[src/rtl/alu_seq_pkg.sv]
// Shared types and constants for the ALU instruction sequencer: control-step
// states, opcode values, one-hot ALU strobe positions and IR field layout.
package alu_seq_pkg;

    // Control steps; T6 is reached only when SEQ_MULDIV_EN is defined
    typedef enum logic [3:0] {
        StIdle, StT0, StT1, StT2, StT3, StT4, StT5, StT6, StIll
    } state_e;

    // Execute-phase shape of an opcode
    typedef enum logic [1:0] {
        ClsBinary, ClsUnary, ClsMulDiv, ClsIllegal
    } op_class_e;

    // Opcode field values
    localparam logic [4:0] OpAdd  = 5'h03;
    localparam logic [4:0] OpSub  = 5'h04;
    localparam logic [4:0] OpShr  = 5'h05;
    localparam logic [4:0] OpShra = 5'h06;
    localparam logic [4:0] OpShl  = 5'h07;
    localparam logic [4:0] OpRor  = 5'h08;
    localparam logic [4:0] OpRol  = 5'h09;
    localparam logic [4:0] OpAnd  = 5'h0A;
    localparam logic [4:0] OpOr   = 5'h0B;
    localparam logic [4:0] OpMul  = 5'h0F;
    localparam logic [4:0] OpDiv  = 5'h10;
    localparam logic [4:0] OpNeg  = 5'h11;
    localparam logic [4:0] OpNot  = 5'h12;

    // Bit positions inside the one-hot alu_op vector
    localparam int unsigned AluAdd  = 0;
    localparam int unsigned AluSub  = 1;
    localparam int unsigned AluShr  = 2;
    localparam int unsigned AluShra = 3;
    localparam int unsigned AluShl  = 4;
    localparam int unsigned AluRor  = 5;
    localparam int unsigned AluRol  = 6;
    localparam int unsigned AluAnd  = 7;
    localparam int unsigned AluOr   = 8;
    localparam int unsigned AluMul  = 9;
    localparam int unsigned AluDiv  = 10;
    localparam int unsigned AluNeg  = 11;
    localparam int unsigned AluNot  = 12;

    // IR field layout (fields are read LSB-first with the configured index width)
    localparam int unsigned OpLsb = 27;
    localparam int unsigned RaLsb = 23;
    localparam int unsigned RbLsb = 19;
    localparam int unsigned RcLsb = 15;

endpackage

[src/rtl/seq_opcode_decode.sv]
// Combinational opcode decoder: maps the 5-bit op field to its execute class
// and the matching one-hot ALU strobe. Honours macro SEQ_MULDIV_EN: when it is
// undefined, MUL and DIV decode as illegal.
module seq_opcode_decode
    import alu_seq_pkg::*;
#(
    parameter int unsigned NOPS = 13
) (
    input  logic [4:0]      op,
    output op_class_e       op_class,
    output logic [NOPS-1:0] alu_op
);

    // Table lookup; unlisted opcodes are illegal with no ALU strobe
    always_comb begin
        op_class = ClsIllegal;
        alu_op   = '0;
        case (op)
            OpAdd:  begin op_class = ClsBinary; alu_op[AluAdd]  = 1'b1; end
            OpSub:  begin op_class = ClsBinary; alu_op[AluSub]  = 1'b1; end
            OpShr:  begin op_class = ClsBinary; alu_op[AluShr]  = 1'b1; end
            OpShra: begin op_class = ClsBinary; alu_op[AluShra] = 1'b1; end
            OpShl:  begin op_class = ClsBinary; alu_op[AluShl]  = 1'b1; end
            OpRor:  begin op_class = ClsBinary; alu_op[AluRor]  = 1'b1; end
            OpRol:  begin op_class = ClsBinary; alu_op[AluRol]  = 1'b1; end
            OpAnd:  begin op_class = ClsBinary; alu_op[AluAnd]  = 1'b1; end
            OpOr:   begin op_class = ClsBinary; alu_op[AluOr]   = 1'b1; end
            OpNeg:  begin op_class = ClsUnary;  alu_op[AluNeg]  = 1'b1; end
            OpNot:  begin op_class = ClsUnary;  alu_op[AluNot]  = 1'b1; end
`ifdef SEQ_MULDIV_EN
            OpMul:  begin op_class = ClsMulDiv; alu_op[AluMul]  = 1'b1; end
            OpDiv:  begin op_class = ClsMulDiv; alu_op[AluDiv]  = 1'b1; end
`else
            OpMul, OpDiv: begin op_class = ClsIllegal; alu_op = '0; end
`endif
            default: begin op_class = ClsIllegal; alu_op = '0; end
        endcase
    end

endmodule

[src/rtl/alu_instr_sequencer.sv]
// Hardwired control-step generator for register-register ALU instructions.
// Runs fetch (T0-T2) then execute (T3-T6) and drives the DataPath strobes as
// Moore outputs of the registered step. Macro SEQ_MULDIV_EN enables MUL/DIV
// (T6, HIin/LOin/Zhighout); without it those opcodes trap to the illegal step.
module alu_instr_sequencer
    import alu_seq_pkg::*;
#(
    parameter int unsigned NREGS = 16,
    parameter int unsigned IDX_W = 4,
    parameter int unsigned NOPS  = 13
) (
    input  logic             Clock,
    input  logic             Clear,
    input  logic             start,
    input  logic             mem_ready,
    input  logic [31:0]      ir,
    output logic             busy,
    output logic             done,
    output logic             illegal,
    output logic             PCout,
    output logic             MARin,
    output logic             IncPC,
    output logic             Zin,
    output logic             Zlowout,
    output logic             Zhighout,
    output logic             PCin,
    output logic             Read,
    output logic             MDRin,
    output logic             MDRout,
    output logic             IRin,
    output logic             Yin,
    output logic             HIin,
    output logic             LOin,
    output logic [NREGS-1:0] reg_in,
    output logic [NREGS-1:0] reg_out,
    output logic [NOPS-1:0]  alu_op
);

    localparam logic [NREGS-1:0] OneReg = NREGS'(1);

    state_e            state_q, state_d;
    op_class_e         op_class;
    logic [NOPS-1:0]   dec_alu;
    logic [IDX_W-1:0]  ra, rb, rc;
    logic              ra_bad, rb_bad, rc_bad, idx_bad, ill;
    logic              unused_ir;

    assign ra = ir[RaLsb +: IDX_W];
    assign rb = ir[RbLsb +: IDX_W];
    assign rc = ir[RcLsb +: IDX_W];
    assign unused_ir = ^ir[14:0];

    seq_opcode_decode #(
        .NOPS (NOPS)
    ) u_decode (
        .op       (ir[OpLsb +: 5]),
        .op_class (op_class),
        .alu_op   (dec_alu)
    );

    // Only the indices an instruction class actually reads may trap
    assign ra_bad  = int'(ra) >= NREGS;
    assign rb_bad  = int'(rb) >= NREGS;
    assign rc_bad  = int'(rc) >= NREGS;
    assign idx_bad = ((op_class == ClsBinary) && (ra_bad || rb_bad || rc_bad)) ||
                     ((op_class == ClsUnary)  && (ra_bad || rb_bad)) ||
                     ((op_class == ClsMulDiv) && (rb_bad || rc_bad));
    assign ill     = (op_class == ClsIllegal) || idx_bad;

    // Step register; Clear aborts immediately so no later strobe can fire
    always_ff @(posedge Clock or posedge Clear) begin
        if (Clear) begin
            state_q <= StIdle;
        end else begin
            state_q <= state_d;
        end
    end

    // Next step and Moore strobe decode for the current step
    always_comb begin
        state_d  = state_q;
        busy     = (state_q != StIdle);
        done     = 1'b0;
        illegal  = 1'b0;
        PCout    = 1'b0;
        MARin    = 1'b0;
        IncPC    = 1'b0;
        Zin      = 1'b0;
        Zlowout  = 1'b0;
        Zhighout = 1'b0;
        PCin     = 1'b0;
        Read     = 1'b0;
        MDRin    = 1'b0;
        MDRout   = 1'b0;
        IRin     = 1'b0;
        Yin      = 1'b0;
        HIin     = 1'b0;
        LOin     = 1'b0;
        reg_in   = '0;
        reg_out  = '0;
        alu_op   = '0;
        unique case (state_q)
            StIdle: begin
                if (start) state_d = StT0;
            end
            StT0: begin
                PCout   = 1'b1;
                MARin   = 1'b1;
                IncPC   = 1'b1;
                Zin     = 1'b1;
                state_d = StT1;
            end
            StT1: begin
                // PC reload repeats while waiting; Z still holds PC+1
                Zlowout = 1'b1;
                PCin    = 1'b1;
                Read    = 1'b1;
                MDRin   = 1'b1;
                if (mem_ready) state_d = StT2;
            end
            StT2: begin
                MDRout  = 1'b1;
                IRin    = 1'b1;
                state_d = StT3;
            end
            StT3: begin
                if (ill) begin
                    state_d = StIll;
                end else begin
                    reg_out = OneReg << rb;
                    if (op_class == ClsUnary) begin
                        alu_op = dec_alu;
                        Zin    = 1'b1;
                    end else begin
                        Yin = 1'b1;
                    end
                    state_d = StT4;
                end
            end
            StT4: begin
                if (op_class == ClsUnary) begin
                    Zlowout = 1'b1;
                    reg_in  = OneReg << ra;
                    done    = 1'b1;
                    state_d = StIdle;
                end else begin
                    reg_out = OneReg << rc;
                    alu_op  = dec_alu;
                    Zin     = 1'b1;
                    state_d = StT5;
                end
            end
            StT5: begin
                Zlowout = 1'b1;
`ifdef SEQ_MULDIV_EN
                if (op_class == ClsMulDiv) begin
                    LOin    = 1'b1;
                    state_d = StT6;
                end else begin
                    reg_in  = OneReg << ra;
                    done    = 1'b1;
                    state_d = StIdle;
                end
`else
                reg_in  = OneReg << ra;
                done    = 1'b1;
                state_d = StIdle;
`endif
            end
`ifdef SEQ_MULDIV_EN
            StT6: begin
                Zhighout = 1'b1;
                HIin     = 1'b1;
                done     = 1'b1;
                state_d  = StIdle;
            end
`endif
            StIll: begin
                illegal = 1'b1;
                state_d = StIdle;
            end
            default: begin
                state_d = StIdle;
            end
        endcase
    end

endmodule
[config.mk]
export PLATFORM = sky130hd
export DESIGN_NAME = alu_instr_sequencer
export DESIGN_NICKNAME = d
export VERILOG_FILES = /design/src/rtl/alu_seq_pkg.sv /design/src/rtl/seq_opcode_decode.sv /design/src/rtl/alu_instr_sequencer.sv
export SDC_FILE = /design/constraint.sdc
export NUM_CORES = 1
export LEC_CHECK = 0
export CAP_MARGIN = 30
export CORE_ASPECT_RATIO = 0.6
export CORE_MARGIN = 5
export CORE_UTILIZATION = 32
export DETAILED_ROUTE_END_ITERATION = 6
export PLACE_DENSITY = 0.88
export SETUP_SLACK_MARGIN = 0.3
export SKIP_LAST_GASP = 1
export SLEW_MARGIN = 20
export SYNTH_ARGS = -nofsm -noshare
export SYNTH_HDL_FRONTEND = slang
export SYNTH_SLANG_ARGS = --single-unit
[constraint.sdc]
create_clock -name Clock -period 4.2 [get_ports Clock]
set_clock_uncertainty 0.2 [all_clocks]
set_input_delay 1.05 -clock Clock [delete_from_list [all_inputs] [get_ports Clock]]
set_output_delay 1.05 -clock Clock [all_outputs]
set_load 0.05 [all_outputs]
* After elaboration in Yosys (flattened, before gate mapping)
Cells that the tools add are included.
Word-level totals: bits in registers 4, input port bits 36, output and inout bits 62
Cells by class: eq/ne operators 22, shift-type cells 3, multiplexer cells 38, reduce and logical (&&, ||, !) cells 6
Operators by type and width (count):
- $pmux 16 s2 | 2
- $mux 16 | 3
- $shl 1x4->16 const A | 3
- $mux 13 | 3
- $pmux 13 s2 | 1
- $pmux 4 s6 | 1
- $eq 5x3->1 const B | 4
- $eq 5x4->1 const B | 4
- $mux 1 | 20
- $eq 4x3->1 const B | 3
- $mux 4 | 3
- $eq 5x5->1 const B | 2
- $reduce_or 9->1 | 1
- $eq 4x2->1 const B | 2
- $eq 5x2->1 const B | 1
- $eq 4x1->1 const B | 1
- $eq 4x4->1 const B | 1
- $logic_not 4->1 | 1
- $ne 2x2->1 const B | 2
- $pmux 1 s2 | 2
- $pmux 2 s2 | 1
- $reduce_bool 4->1 | 1
- $reduce_or 2->1 | 2
- $mux 3 | 1
- other kinds (4) | 4

* Logic depth before layout (Yosys ltp)
depth after elaboration 7, mapped depth 5, mapped depth without buffers 4

* Hierarchy
Synthesis repeated with hierarchy kept, for this count alone.
Unflattened totals: cell total of the unflattened synthesis 153, area total of the unflattened synthesis 1116.1 µm²
Modules (own cells, without submodules):
- alu_instr_sequencer | instances 1, cells an instance 124, area an instance 938.4 µm², sequential area each 100.1 µm²
- seq_opcode_decode | instances 1, cells an instance 29, area an instance 177.7 µm², sequential area each 0.0 µm²

* Least setup slack after synthesis
OpenSTA, ideal clock, no wires.
path kind in2out, from input ir[30], to output reg_in[0], arrival time 3314 ps, required time 2950 ps, setup slack -364 ps, stages 4, path buffers 0, cells stage by stage nor3b_2 > a31o_2 > nand2_1 > nor4b_1
Between the ends: cells in the longest elaborated chain, start to end 6, elaborated cells on any way between the ends 17, classes of those cells eq/ne (12); mux (3); reduce/logical (2)
RTL lines:
- from (decl) | RTL line alu_instr_sequencer.sv:16 | input logic [31:0] ir,
- $eq 5x2->1 (tied with other cells) | RTL line seq_opcode_decode.sv:18 | case (op)
- $reduce_or 9->1 (no line) / $reduce_or 2->1 (equally long branches)
- $pmux 2 s2 * | RTL line seq_opcode_decode.sv:18
- $eq 2x1->1 * | RTL line alu_instr_sequencer.sv:141 | if (op_class == ClsUnary) begin
- $mux 16 * | RTL line alu_instr_sequencer.sv:141
- $pmux 16 s2 * | RTL line alu_instr_sequencer.sv:102 | unique case (state_q)
- to (decl) | RTL line alu_instr_sequencer.sv:34 | output logic [NREGS-1:0] reg_in,
Every way passes the cells marked *; elsewhere a longest branch is shown, timed or not.

* Final worst setup path
from input ir[22], to output reg_out[10]
Between the ends: cells in the longest elaborated chain, start to end 3
RTL lines:
- $shl 1x4->16 | RTL line alu_instr_sequencer.sv:130 | reg_out = OneReg << rb;
- $mux 16 | RTL line alu_instr_sequencer.sv:127 | if (ill) begin
- $pmux 16 s2 | RTL line alu_instr_sequencer.sv:102
- to (decl) | RTL line alu_instr_sequencer.sv:35 | output logic [NREGS-1:0] reg_out,
Every way passes these cells.

==> summary.txt <==
GRT
  – First-pass GRT wire length: approximately 11000 µm
  – Remaining global-route overflow: 0
  – Vias in the first global route: about 1700
  – GRT Overall Usage: 0.336
  – Initial antenna violation count: 0
  – Largest net degree at the start of global routing: 12

Timing
  – Setup Viol. Count Final: 0
  – Final Hold Viols: 0
  – Final period utilization: 0.961
  – PnR worst setup slack: around 160 ps
  – Max-slew violations: 0
  – RSZ-0062 raised after global routing: false
  – Max Clock Freq: ~250 MHz
  – Measured slew at the worst slew-check pin: between 700 and 800 ps
  – Min Tclk post-route: ~4000 ps
  – Max-slew headroom: 0.476

CTS
  – Clock transition at path regs: 30 ps
  – TritonCTS Buffers: 3
  – Hold Buf Count CTS: 0
  – Clock tree sinks: 4
  – CTS tree: done
  – Clock Tree Buf Depth: 2
  – Htree depth: 1
  – Root Driver: clkbuf_8
  – Worst skew pair latency: 220 ps

Final layout
  – Final cell count without fillers: between 200 and 300
  – Fin area: 2650 µm²
  – Final core occ: 0.923
  – Biggest register: state_q
  – Max reg flops: 4
  – Ant diodes: 0
  – Synth-to-layout area growth: 176%
  – Share of cells above drive strength 1: 0.489
  – Nets: between 200 and 300
  – Regs by FF count: state_q (4)

Power and ir drop
  – Pwr Total: 0.000869 W
  – Power per Cell Area: between 300 and 400 nW/µm²
  – VDD IR max: 279 µV
  – Leakage: roughly 0.95 nW

Synthesis
  – Area leader, netlist: nor2_1
  – Most used DFF post-synth: dfrtp_1
  – Post-synth EDFFs: 0
  – Post-synth top cells: nor2_1 (28), nand2b_1 (11), buf_4 (10), nor3_1 (10), o22ai_1 (10)
  – Most frequent cell after synthesis: nor2_1
  – Post-Syn Instances: about 140
  – Register area share after synthesis: 0.104
  – Synth area leaders: nor2_1 (11%), dfrtp_1 (10%), buf_4 (7.8%)
  – Avg Cell Area, Syn: about 6.7 µm²
  – #FFs+latches synth: 4
  – Synth Cell Area: between 900 and 1000 µm²
  – Asr flop ratio synth: 1.00
  – Yosys Warn Count: 0
  – Yosys cell types: 37
  – Top-area cell type share of the netlist area: 0.110

Flow run
  – Max-capacitance violation count: 0

Die
  – IO Count: approximately 100
  – Core area: approximately 2900 µm²
  – Initial Util: 0.334
  – Height of the die: roughly 52 µm
  – Row cnt: 15
  – Die width: 80.7 µm
  – DIE AREA: 4230 µm²

Placed design
  – Final HPWL DP: 4320 µm
  – Dpl cell area: approximately 2300 µm²
  – Port bufs: 77
  – RD Place Congestion: approximately 0.86
  – Placed cells: between 200 and 300
  – Dpl ws: -90.2 ps

Worst hold path
  – Hold Crit Class: reg -> reg

Worst setup path
  – Worst setup path end: reg_out[10]
  – Reg-to-Reg Start: state_q[0]
  – FF-to-FF path depth: 5
  – Worst Path Arrival: 2790 ps
  – Worst Path Class, Setup: in -> out
  – R2r setup slk: roughly 2300 ps
  – Crit end category: output port
  – Critical path required time: slightly below 3000 ps
  – Critical path launch point: ir[22]
  – CP Max Fanout: 4
  – Worst setup SP type: input port
  – Worst reg2reg endpoint: state_q[2]

Drt
  – Total wire length: between 8000 and 9000 µm
  – DRC: 0
  – Pre-antenna DRT Iters: 5
  – Via/cell ratio: about 6.9
  – Post-route ant nets: 0
  – Wire length per cell: 30.1 µm
  – Vias post-DR: 1884
  – Iteration-0 DRC Markers: 332

Run status
  – Outcome: completed
## per-layer routing
| layer | wire length [µm] | global-route usage |
|---|---|---|
| met5 | 0 | 0 |
| met4 | 442 | 0.0843 |
| met3 | 1280 | 0.0756 |
| met1 | 2930 | 0.440 |
| met2 | 3570 | 0.560 |
## report_power, final
part | switching [W] | internal [W] | total (W)
Sequential | 0.0000546 | 0.0000520 | 0.000107
Clock | 0.0000240 | 0.0000615 | 0.0000855
Combinational | 0.000447 | 0.000230 | 0.000677
## cell families after synthesis
family / synth area share
multiplexers: 0.0104
flip-flops: 0.104
buffers and inverters: 0.130
AND/OR/NAND/NOR: 0.506
other: 0.00391
AO/OA/AOI/OAI: 0.219
XOR/XNOR: 0.0261
## cells in the final DEF (no fill, tap or decap), drive strengths merged, types with 2 or more instances in the layout
cell type,Yosys,layout
nand2b,11,11
nand4,3,3
nor4b,3,3
or4,2,2
nor4,3,3
dfrtp,4,4
conb,1,5
and2,2,2
a21o,2,2
clkbuf,0,9
inv,5,5
nor3,10,10
nand4b,2,2
clkdlybuf4s50,0,22
nand3,2,2
xor2,2,2
nor2b,2,2
o22ai,10,10
buf,15,66
nor2,28,28
o2111ai,4,4
or3,2,2
o32ai,6,6
nand3b,5,5
o21ai,2,2
nand2,8,8
## area by class of cell
type	count	area (µm²)
Inverter	5	18.8
Fill cell	90	221
Sequential cell	4	100
Timing Repair Buffer	96	1360
Multi-Input combinational cell	123	1080
Tap cell	42	52.6
Clock buffer	3	41.3
## worst min path at each step
stage	startpoint	endpoint	slack (ps)	cells after the start
after global routing	state_q[3]	state_q[1]	560	1
final	state_q[3]	state_q[1]	530	1
after detailed placement	state_q[3]	state_q[1]	430	1
after floorplan	state_q[3]	state_q[1]	360	2
after global placement	state_q[3]	state_q[1]	410	1
after CTS	state_q[3]	state_q[1]	450	1
## what timing repair did
item,CTS,global route
pin swaps,12,11
buffers inserted,2,3
endpoints found under the setup margin,34,36
gates resized for setup,32,31
## through the flow
step           hold slack [ps]  TNS, ps
2_1_floorplan              359     -709
3_3_place_gp               407        0
3_5_place_dp               431     -239
4_1_cts                    448        0
5_1_grt                    558        0
6_report                   532        0
## worst max-delay path: stages
cell,delay (ps)
clkdlybuf4s50_1,590
nand2_1,190
or4_1,540
o22ai_4,240
buf_12,170
Note: power is estimated with default switching activity, not from simulation.
